==> src/rtl/matmul_pkg.sv <==
// Shared types and width helpers for the matrix multiply engine.
package matmul_pkg;

  // Default configuration widths (MAX_SIZE=32, 8-bit elements).
  localparam int DEF_MAX_SIZE = 32;
  localparam int DEF_ELEM_W   = 8;
  localparam int ADDR_W       = $clog2(DEF_MAX_SIZE);
  localparam int DIM_W        = ADDR_W + 1;
  localparam int ACC_W        = 2 * DEF_ELEM_W + ADDR_W + 1;

  typedef enum logic [2:0] {
    IDLE,
    REQ,
    WAIT,
    MAC,
    EMIT,
    FIN
  } state_t;

  // Row/column address width for a given maximum dimension.
  function automatic int addr_w(input int max_size);
    return $clog2(max_size);
  endfunction

  // Accumulator wide enough for max_size full-scale products.
  function automatic int acc_w(input int elem_w, input int max_size);
    return 2 * elem_w + $clog2(max_size) + 1;
  endfunction

endpackage

==> src/rtl/matmul_if.sv <==
// Control, loader and compiler signals of the matmul engine.
interface matmul_if #(
  parameter int MAX_SIZE         = 32,
  parameter int MAX_ELEMENT_SIZE = 8,
  parameter int OUT_WIDTH        = 8
) ();
  import matmul_pkg::*;

  localparam int AW = addr_w(MAX_SIZE);

  // control
  logic                               start;
  logic                               complete;
  logic [AW:0]                        rows_a;
  logic [AW:0]                        cols_b;
  logic [AW:0]                        inner_k;
  logic                               done;
  logic                               busy;
  // loader request/response
  logic                               new_request;
  logic [AW-1:0]                      row_req;
  logic [AW-1:0]                      col_req;
  logic                               val_rows;
  logic [AW-1:0]                      row_in;
  logic [AW-1:0]                      col_in;
  logic [MAX_SIZE*MAX_ELEMENT_SIZE-1:0] matA_row;
  logic [MAX_SIZE*MAX_ELEMENT_SIZE-1:0] matB_col;
  // result stream
  logic                               valid_out;
  logic [AW-1:0]                      row_out;
  logic [AW-1:0]                      col_out;
  logic [OUT_WIDTH-1:0]               matrix_val;

  modport master (
    input  start, complete, rows_a, cols_b, inner_k,
    input  val_rows, row_in, col_in, matA_row, matB_col,
    output new_request, row_req, col_req,
    output valid_out, row_out, col_out, matrix_val, done, busy
  );

  modport slave (
    output start, complete, rows_a, cols_b, inner_k,
    output val_rows, row_in, col_in, matA_row, matB_col,
    input  new_request, row_req, col_req,
    input  valid_out, row_out, col_out, matrix_val, done, busy
  );

endinterface

==> src/rtl/matmul_engine_mac_lanes.sv <==
// LANES-wide unsigned multiply-add over elements base..base+LANES-1;
// elements at or beyond inner_k contribute zero.
module mac_lanes import matmul_pkg::*; #(
  parameter int MAX_SIZE         = 32,
  parameter int MAX_ELEMENT_SIZE = 8,
  parameter int LANES            = 4,
  parameter int SUM_W            = 22
) (
  input  logic [MAX_SIZE*MAX_ELEMENT_SIZE-1:0] a_row,
  input  logic [MAX_SIZE*MAX_ELEMENT_SIZE-1:0] b_col,
  input  logic [$clog2(MAX_SIZE):0]            base,
  input  logic [$clog2(MAX_SIZE):0]            inner_k,
  output logic [SUM_W-1:0]                     sum
);
  localparam int E  = MAX_ELEMENT_SIZE;
  localparam int AW = addr_w(MAX_SIZE);
  localparam int DW = AW + 1;

  logic [LANES-1:0][2*E-1:0] prod;

  for (genvar l = 0; l < LANES; l++) begin : g_lane
    logic [DW-1:0] idx;
    logic [E-1:0]  a_e;
    logic [E-1:0]  b_e;
    // base is a multiple of LANES below MAX_SIZE, so idx never leaves the row
    assign idx     = base + DW'(l);
    assign a_e     = a_row[int'(idx[AW-1:0])*E +: E];
    assign b_e     = b_col[int'(idx[AW-1:0])*E +: E];
    assign prod[l] = (idx < inner_k) ? (2*E)'(a_e) * (2*E)'(b_e) : '0;
  end

  // adder tree over the lane products
  always_comb begin
    sum = '0;
    for (int l = 0; l < LANES; l++) sum = sum + SUM_W'(prod[l]);
  end

endmodule

==> src/rtl/matmul_engine.sv <==
// Matrix multiply engine: requests A row / B column pairs from the loader,
// forms each dot product LANES MACs per cycle, emits elements row-major,
// then pulses done.
module matmul_engine import matmul_pkg::*; #(
  parameter int MAX_ELEMENT_SIZE = 8,
  parameter int MAX_SIZE         = 32,
  parameter int LANES            = 4,
  parameter int OUT_WIDTH        = 8,
  parameter int SATURATE         = 1
) (
  input logic      clk,
  input logic      rst,
  matmul_if.master bus
);
  localparam int E     = MAX_ELEMENT_SIZE;
  localparam int AW    = addr_w(MAX_SIZE);
  localparam int DW    = AW + 1;
  localparam int ACCW  = acc_w(E, MAX_SIZE);
  localparam int ROW_W = MAX_SIZE * E;

  state_t                state_q, state_d;
  logic [DW-1:0]         rows_q, rows_d;
  logic [DW-1:0]         cols_q, cols_d;
  logic [DW-1:0]         k_q, k_d;
  logic [AW-1:0]         r_q, r_d;
  logic [AW-1:0]         c_q, c_d;
  logic [DW-1:0]         j_q, j_d;
  logic [ACCW-1:0]       acc_q, acc_d;
  logic [ROW_W-1:0]      a_q, a_d;
  logic [ROW_W-1:0]      b_q, b_d;
  logic                  new_request_q, new_request_d;
  logic [AW-1:0]         row_req_q, row_req_d;
  logic [AW-1:0]         col_req_q, col_req_d;
  logic                  valid_out_q, valid_out_d;
  logic [AW-1:0]         row_out_q, row_out_d;
  logic [AW-1:0]         col_out_q, col_out_d;
  logic [OUT_WIDTH-1:0]  matrix_val_q, matrix_val_d;
  logic                  done_q, done_d;
  logic                  busy_q, busy_d;
  logic [ACCW-1:0]       lane_sum;

  mac_lanes #(
    .MAX_SIZE         (MAX_SIZE),
    .MAX_ELEMENT_SIZE (E),
    .LANES            (LANES),
    .SUM_W            (ACCW)
  ) u_mac (
    .a_row   (a_q),
    .b_col   (b_q),
    .base    (j_q),
    .inner_k (k_q),
    .sum     (lane_sum)
  );

  // clamp to all ones or keep the low bits, depending on SATURATE
  function automatic logic [OUT_WIDTH-1:0] fit(input logic [ACCW-1:0] v);
    if (SATURATE != 0 && |v[ACCW-1:OUT_WIDTH]) return '1;
    return v[OUT_WIDTH-1:0];
  endfunction

  // next-state, counter and registered-output logic
  always_comb begin
    state_d      = state_q;
    rows_d       = rows_q;
    cols_d       = cols_q;
    k_d          = k_q;
    r_d          = r_q;
    c_d          = c_q;
    j_d          = j_q;
    acc_d        = acc_q;
    a_d          = a_q;
    b_d          = b_q;
    new_request_d = 1'b0;
    row_req_d    = row_req_q;
    col_req_d    = col_req_q;
    valid_out_d  = 1'b0;
    row_out_d    = row_out_q;
    col_out_d    = col_out_q;
    matrix_val_d = matrix_val_q;
    done_d       = 1'b0;
    unique case (state_q)
      IDLE: begin
        if (bus.start && bus.complete) begin
          rows_d = bus.rows_a;
          cols_d = bus.cols_b;
          k_d    = bus.inner_k;
          r_d    = '0;
          c_d    = '0;
          // an empty product still completes with a done pulse
          if (bus.rows_a == '0 || bus.cols_b == '0 || bus.inner_k == '0) state_d = FIN;
          else                                                           state_d = REQ;
        end
      end
      REQ: begin
        new_request_d = 1'b1;
        row_req_d     = r_q;
        col_req_d     = c_q;
        state_d       = WAIT;
      end
      WAIT: begin
        // only the response for the outstanding (r, c) is taken
        if (bus.val_rows && bus.row_in == r_q && bus.col_in == c_q) begin
          a_d     = bus.matA_row;
          b_d     = bus.matB_col;
          acc_d   = '0;
          j_d     = '0;
          state_d = MAC;
        end
      end
      MAC: begin
        acc_d = acc_q + lane_sum;
        j_d   = j_q + DW'(LANES);
        if (j_q + DW'(LANES) >= k_q) state_d = EMIT;
      end
      EMIT: begin
        valid_out_d  = 1'b1;
        row_out_d    = r_q;
        col_out_d    = c_q;
        matrix_val_d = fit(acc_q);
        state_d      = REQ;
        if ({1'b0, c_q} == cols_q - DW'(1)) begin
          c_d = '0;
          if ({1'b0, r_q} == rows_q - DW'(1)) state_d = FIN;
          else                                r_d     = r_q + AW'(1);
        end else begin
          c_d = c_q + AW'(1);
        end
      end
      FIN: begin
        done_d  = 1'b1;
        state_d = IDLE;
      end
      default: state_d = IDLE;
    endcase
    busy_d = (state_d != IDLE);
  end

  // state, datapath and output registers
  always_ff @(posedge clk) begin
    if (rst) begin
      state_q       <= IDLE;
      rows_q        <= '0;
      cols_q        <= '0;
      k_q           <= '0;
      r_q           <= '0;
      c_q           <= '0;
      j_q           <= '0;
      acc_q         <= '0;
      a_q           <= '0;
      b_q           <= '0;
      new_request_q <= 1'b0;
      row_req_q     <= '0;
      col_req_q     <= '0;
      valid_out_q   <= 1'b0;
      row_out_q     <= '0;
      col_out_q     <= '0;
      matrix_val_q  <= '0;
      done_q        <= 1'b0;
      busy_q        <= 1'b0;
    end else begin
      state_q       <= state_d;
      rows_q        <= rows_d;
      cols_q        <= cols_d;
      k_q           <= k_d;
      r_q           <= r_d;
      c_q           <= c_d;
      j_q           <= j_d;
      acc_q         <= acc_d;
      a_q           <= a_d;
      b_q           <= b_d;
      new_request_q <= new_request_d;
      row_req_q     <= row_req_d;
      col_req_q     <= col_req_d;
      valid_out_q   <= valid_out_d;
      row_out_q     <= row_out_d;
      col_out_q     <= col_out_d;
      matrix_val_q  <= matrix_val_d;
      done_q        <= done_d;
      busy_q        <= busy_d;
    end
  end

  assign bus.new_request = new_request_q;
  assign bus.row_req     = row_req_q;
  assign bus.col_req     = col_req_q;
  assign bus.valid_out   = valid_out_q;
  assign bus.row_out     = row_out_q;
  assign bus.col_out     = col_out_q;
  assign bus.matrix_val  = matrix_val_q;
  assign bus.done        = done_q;
  assign bus.busy        = busy_q;

endmodule

==> src/flat_wrapper.sv <==
// flat-port wrapper written by rule: the top's interface ports become plain ports
module matmul_engine_flat import matmul_pkg::*;
#(
  parameter int MAX_ELEMENT_SIZE = 8,
  parameter int MAX_SIZE         = 32,
  parameter int LANES            = 4,
  parameter int OUT_WIDTH        = 8,
  parameter int SATURATE         = 1
)
  (clk, rst, bus_start, bus_complete, bus_rows_a, bus_cols_b, bus_inner_k, bus_val_rows, bus_row_in, bus_col_in, bus_matA_row, bus_matB_col, bus_new_request, bus_row_req, bus_col_req, bus_valid_out, bus_row_out, bus_col_out, bus_matrix_val, bus_done, bus_busy);
  matmul_if #(.MAX_SIZE(MAX_SIZE), .MAX_ELEMENT_SIZE(MAX_ELEMENT_SIZE), .OUT_WIDTH(OUT_WIDTH)) bus_i ();
  input logic clk;
  input logic rst;
  input wire logic [$bits(bus_i.start)-1:0] bus_start;
  input wire logic [$bits(bus_i.complete)-1:0] bus_complete;
  input wire logic [$bits(bus_i.rows_a)-1:0] bus_rows_a;
  input wire logic [$bits(bus_i.cols_b)-1:0] bus_cols_b;
  input wire logic [$bits(bus_i.inner_k)-1:0] bus_inner_k;
  input wire logic [$bits(bus_i.val_rows)-1:0] bus_val_rows;
  input wire logic [$bits(bus_i.row_in)-1:0] bus_row_in;
  input wire logic [$bits(bus_i.col_in)-1:0] bus_col_in;
  input wire logic [$bits(bus_i.matA_row)-1:0] bus_matA_row;
  input wire logic [$bits(bus_i.matB_col)-1:0] bus_matB_col;
  output wire logic [$bits(bus_i.new_request)-1:0] bus_new_request;
  output wire logic [$bits(bus_i.row_req)-1:0] bus_row_req;
  output wire logic [$bits(bus_i.col_req)-1:0] bus_col_req;
  output wire logic [$bits(bus_i.valid_out)-1:0] bus_valid_out;
  output wire logic [$bits(bus_i.row_out)-1:0] bus_row_out;
  output wire logic [$bits(bus_i.col_out)-1:0] bus_col_out;
  output wire logic [$bits(bus_i.matrix_val)-1:0] bus_matrix_val;
  output wire logic [$bits(bus_i.done)-1:0] bus_done;
  output wire logic [$bits(bus_i.busy)-1:0] bus_busy;
  assign bus_i.start = bus_start;
  assign bus_i.complete = bus_complete;
  assign bus_i.rows_a = bus_rows_a;
  assign bus_i.cols_b = bus_cols_b;
  assign bus_i.inner_k = bus_inner_k;
  assign bus_i.val_rows = bus_val_rows;
  assign bus_i.row_in = bus_row_in;
  assign bus_i.col_in = bus_col_in;
  assign bus_i.matA_row = bus_matA_row;
  assign bus_i.matB_col = bus_matB_col;
  assign bus_new_request = bus_i.new_request;
  assign bus_row_req = bus_i.row_req;
  assign bus_col_req = bus_i.col_req;
  assign bus_valid_out = bus_i.valid_out;
  assign bus_row_out = bus_i.row_out;
  assign bus_col_out = bus_i.col_out;
  assign bus_matrix_val = bus_i.matrix_val;
  assign bus_done = bus_i.done;
  assign bus_busy = bus_i.busy;
  matmul_engine #(.MAX_ELEMENT_SIZE(MAX_ELEMENT_SIZE), .MAX_SIZE(MAX_SIZE), .LANES(LANES), .OUT_WIDTH(OUT_WIDTH), .SATURATE(SATURATE)) u_core (.clk(clk), .rst(rst), .bus(bus_i));
endmodule
==> config.mk <==
export PLATFORM = sky130hd
export DESIGN_NAME = matmul_engine_flat
export DESIGN_NICKNAME = d
export VERILOG_FILES = /design/src/rtl/matmul_pkg.sv /design/src/rtl/matmul_if.sv /design/src/rtl/matmul_engine_mac_lanes.sv /design/src/rtl/matmul_engine.sv /design/src/flat_wrapper.sv
export SDC_FILE = /design/constraint.sdc
export NUM_CORES = 2
export LEC_CHECK = 0
export CELL_PAD_IN_SITES_DETAIL_PLACEMENT = 1
export CELL_PAD_IN_SITES_GLOBAL_PLACEMENT = 1
export CORE_ASPECT_RATIO = 1.2
export CORE_UTILIZATION = 44
export CTS_CLUSTER_SIZE = 8
export DETAILED_ROUTE_END_ITERATION = 6
export DONT_BUFFER_PORTS = 1
export HOLD_SLACK_MARGIN = 0.05
export PLACE_DENSITY_LB_ADDON = 0.1
export SLEW_MARGIN = 20
export SYNTH_ARGS = -nofsm -noshare
export SYNTH_HDL_FRONTEND = slang
export SYNTH_SLANG_ARGS = --single-unit
export TNS_END_PERCENT = 100
==> constraint.sdc <==
create_clock -name clk -period 8.7 [get_ports clk]
set_input_delay 1.74 -clock clk [delete_from_list [all_inputs] [get_ports clk]]
set_output_delay 1.74 -clock clk [all_outputs]
set_load 0.01 [all_outputs]
==> reports/results.ini <==
[clock_network]
clock_latency_ns=0.65
holdBufCountCts=0
cts_tree=built
cts_num_sinks=601
cts_buffers=85
clk_pin_slew_ns=0.05
h-tree-depth=3
cts-root-buf=clkbuf_16
clk_path_buf_depth=3

[detailed_routing]
wire_per_inst_um=23.31
drtIter0Drc=1653
routed_via_density=5.497
ant_nets=0
vias=29444
drc=0
drt-total-wl_um=124900
first_pass_iters=5

[sta]
setup-violations-final=0
worstMarginPinSlew_ns=1.193
skew_ns=0.02846
fin_crit_sh_pct=96.93
period_needed_ns=8.433
max_freq_mhz=118.6
rsz0062_at_grt=yes
drv_slew=0
hold_viol=0
max-slew-margin-rel_pct=20.49
hold_ws_ns=0.4477

[global_route]
track_usage_pct=29.12
antenna_found_initial=28
globalRouteOverflowTotal=0
grt_pass1_wl_um=185100
first_global_vias=31249
grt_max_degree=590

[hold_path]
hp-class=reg2reg

[final_layout]
layout.nets=5213
nFillCells=9409
area_growth_pct=14.25
post-route-cell-area_sq_um=41060
layout-drive-gt1-share_pct=14.44

[placed_design]
io_buffers=0
place_area_sq_um=37360
place_hpwl_um=93160
place.gp.congestion=0.8751

[floorplanning]
die_area_sq_um=82830
coreArea_sq_um=80730
dieWidth_um=262.9
io_pins=577
die_h_um=315.1
initial_core_util_pct=44.52
rows=114

[logic_synthesis]
ys_async_sr_fraction_pct=0
syn-num-nets=5134
yosysWarnings=0
yosys.cell_types.count=72
ys.flop_type=dfxtp_1
synthesis.area_sq_um=35940
ys_seq_area_share_pct=33.48
synthCells=4211
synth_edf_count=0
ys_ff_latch=601
syn_avg_cell_area_sq_um=8.534

[setup_path]
cpMostUsedCell=fa_1
cp_max_fo=7
required_ns=9.22
critPathMaxStageDelay_ns=0.56
worst-endpoint-arrival_ns=8.95
start_kind=register
critPathKind=reg2reg
crit_path_end_kind=register
crit_slowest_cell=fa_1

[power_and_ir_drop]
p_per_area_nw_per_um2=144.0
vdd_drop_max_mv=0.1481
p_leak_uw=0.01564

[outcome]
outcome=complete, no violations

[run]
cap_violations=0

## cell families (layout without fill, tap and decap cells)
group           count (synthesis)  count (layout)  synth area share (%)
compound gates                742             742                 11.17
xor+xnor                       88              88                 2.183
fa+ha+maj                     378             378                 17.15
buf+inv                       553             642                 7.179
flops                         601             601                 33.48
mux                           205             205                 10.21
other cells                     0              12                     0
simple gates                 1644            1644                 18.63
## report_power, final
group / internal, uW / switching [uW] / total [uW]
sequential: 2760 / 6.87 / 2770
combinational: 42.8 / 99.7 / 142
clock: 1770 / 1230 / 3000
total: 4570 / 1340 / 5910
## timing repair
action,in CTS,in global routing
buffers inserted,3,54
endpoints found under the setup margin,4,12
gates resized for setup,5,111
pin swaps,0,45
gates cloned,0,10
## metal layers
layer | global-route usage, % | vias up | share of wire, %
li1 | - | 13946 | -
met1 | 35.69 | 14666 | 42
met2 | 50.08 | 618 | 49
met3 | 7.139 | 182 | 6.0
met4 | 9.649 | 32 | 2.9
met5 | 0 | - | 0.16
## critical path: cells and delay by family (launching register included)
kind | cells | cell delay (ns)
compound gates | 7 | 1.46
simple gates | 5 | 0.50
xor+xnor | 1 | 0.19
fa+ha+maj | 9 | 4.14
flops | 1 | 0.40
buf+inv | 10 | 0.93
mux | 2 | 0.71
## registers in the layout (all words and copies together) (netlist names), 3 cells and up
name	count
u_core.bus.row_out	5
u_core.c_q	5
u_core.r_q	5
u_core.acc_q	22
u_core.bus.row_req	5
u_core.cols_q	6
u_core.k_q	6
u_core.j_q	4
u_core.a_q	256
u_core.bus.col_req	5
u_core.b_q	256
u_core.state_q	3
u_core.rows_q	6
u_core.bus.matrix_val	8
u_core.bus.col_out	5
## final cells by class
cell class	instances	area [sq um]	area share [%]
Antenna cell	12	30.03	0.07314
Clock buffer	92	2195	5.345
Clock inverter	5	97.59	0.2377
Inverter	302	1134	2.761
Multi-Input combinational cell	3057	21850	53.22
Sequential cell	601	12040	29.33
Tap cell	1044	1306	3.181
Timing Repair Buffer	243	2404	5.854
## cell usage after synthesis (3+ instances only)
library cell,number,area (sq um)
a21o_1,22,165.2
buf_6,53,596.8
mux4_2,128,2883
a2111oi_0,3,26.28
and3_1,13,81.33
a211oi_1,8,60.06
mux2_2,11,123.9
o21bai_1,7,52.55
ha_1,187,2340
nand2b_1,24,150.1
or4_1,5,37.54
o211ai_1,3,22.52
nor2_1,249,934.7
buf_1,8,30.03
buf_4,7,52.55
nand2_1,1171,4395
nand3_1,31,155.2
clkbuf_1,119,446.7
a21oi_1,600,3003
nor3_1,32,160.2
buf_2,63,315.3
dfxtp_1,601,12030
o41ai_1,3,26.28
mux2i_1,65,650.6
and2_1,11,68.82
or2_2,60,375.4
o21ai_0,45,225.2
nand4_1,8,50.05
xor2_1,50,437.9
a31oi_1,12,75.07
inv_1,302,1134
o21a_1,13,97.59
xnor2_1,37,324.1
fa_1,191,3824
nor4_1,5,31.28
or3_1,5,31.28
nor2b_1,16,100.1
## through the flow
step                      setup TNS (ns)  power (uW)  std cells  setup WS, ns  utilization (%)
after floorplan                        0        2926       4211       0.08580                -
after global placement          -0.05188        2912       5178      -0.03919            46.28
after detailed placement         -0.3757        2914       5178       -0.1653            46.28
after CTS                              0        5920       5278    0.00003997            49.19
after global routing             -0.1752        6087       5355      -0.08070            50.85
final                                  0        5912       5356        0.2667            50.86
## path summary, 6_finish.rpt
check,startpoint,end,slack [ns],cells past startpoint
worst max-delay path,u_core.j_q[2],u_core.acc_q[20],0.27,34
worst min-delay path,u_core.b_q[228],u_core.b_q[228],0.45,2
worst max register to register,u_core.j_q[2],u_core.acc_q[20],0.27,34
worst min register to register,u_core.b_q[228],u_core.b_q[228],0.45,2
## layout by cell type, fill, tap and decap left out, types with 7 or more instances in the layout
cell | netlist | routed
and2_1 | 11 | 11
clkbuf_16 | 0 | 95
o21bai_1 | 7 | 7
nand4_1 | 8 | 8
o21ai_0 | 45 | 32
dfxtp_1 | 601 | 598
a211oi_1 | 8 | 7
buf_4 | 7 | 197
mux2_2 | 11 | 8
nor2_1 | 249 | 239
nand3_1 | 31 | 29
ha_1 | 187 | 177
buf_6 | 53 | 9
mux4_2 | 128 | 128
xnor2_1 | 37 | 37
xor2_1 | 50 | 49
mux2i_1 | 65 | 53
and3_1 | 13 | 12
a21o_1 | 22 | 22
a21oi_1 | 600 | 596
fa_1 | 191 | 187
ha_4 | 0 | 10
mux2i_4 | 0 | 9
nor3_1 | 32 | 29
nand2_1 | 1171 | 1171
nor2_2 | 1 | 11
inv_1 | 302 | 300
buf_12 | 0 | 23
o21ai_1 | 2 | 12
or2_2 | 60 | 59
o21a_1 | 13 | 13
diode_2 | 0 | 12
nand2b_1 | 24 | 24
nor2b_1 | 16 | 16
a31oi_1 | 12 | 10
Power figures use the tool's default switching activity.
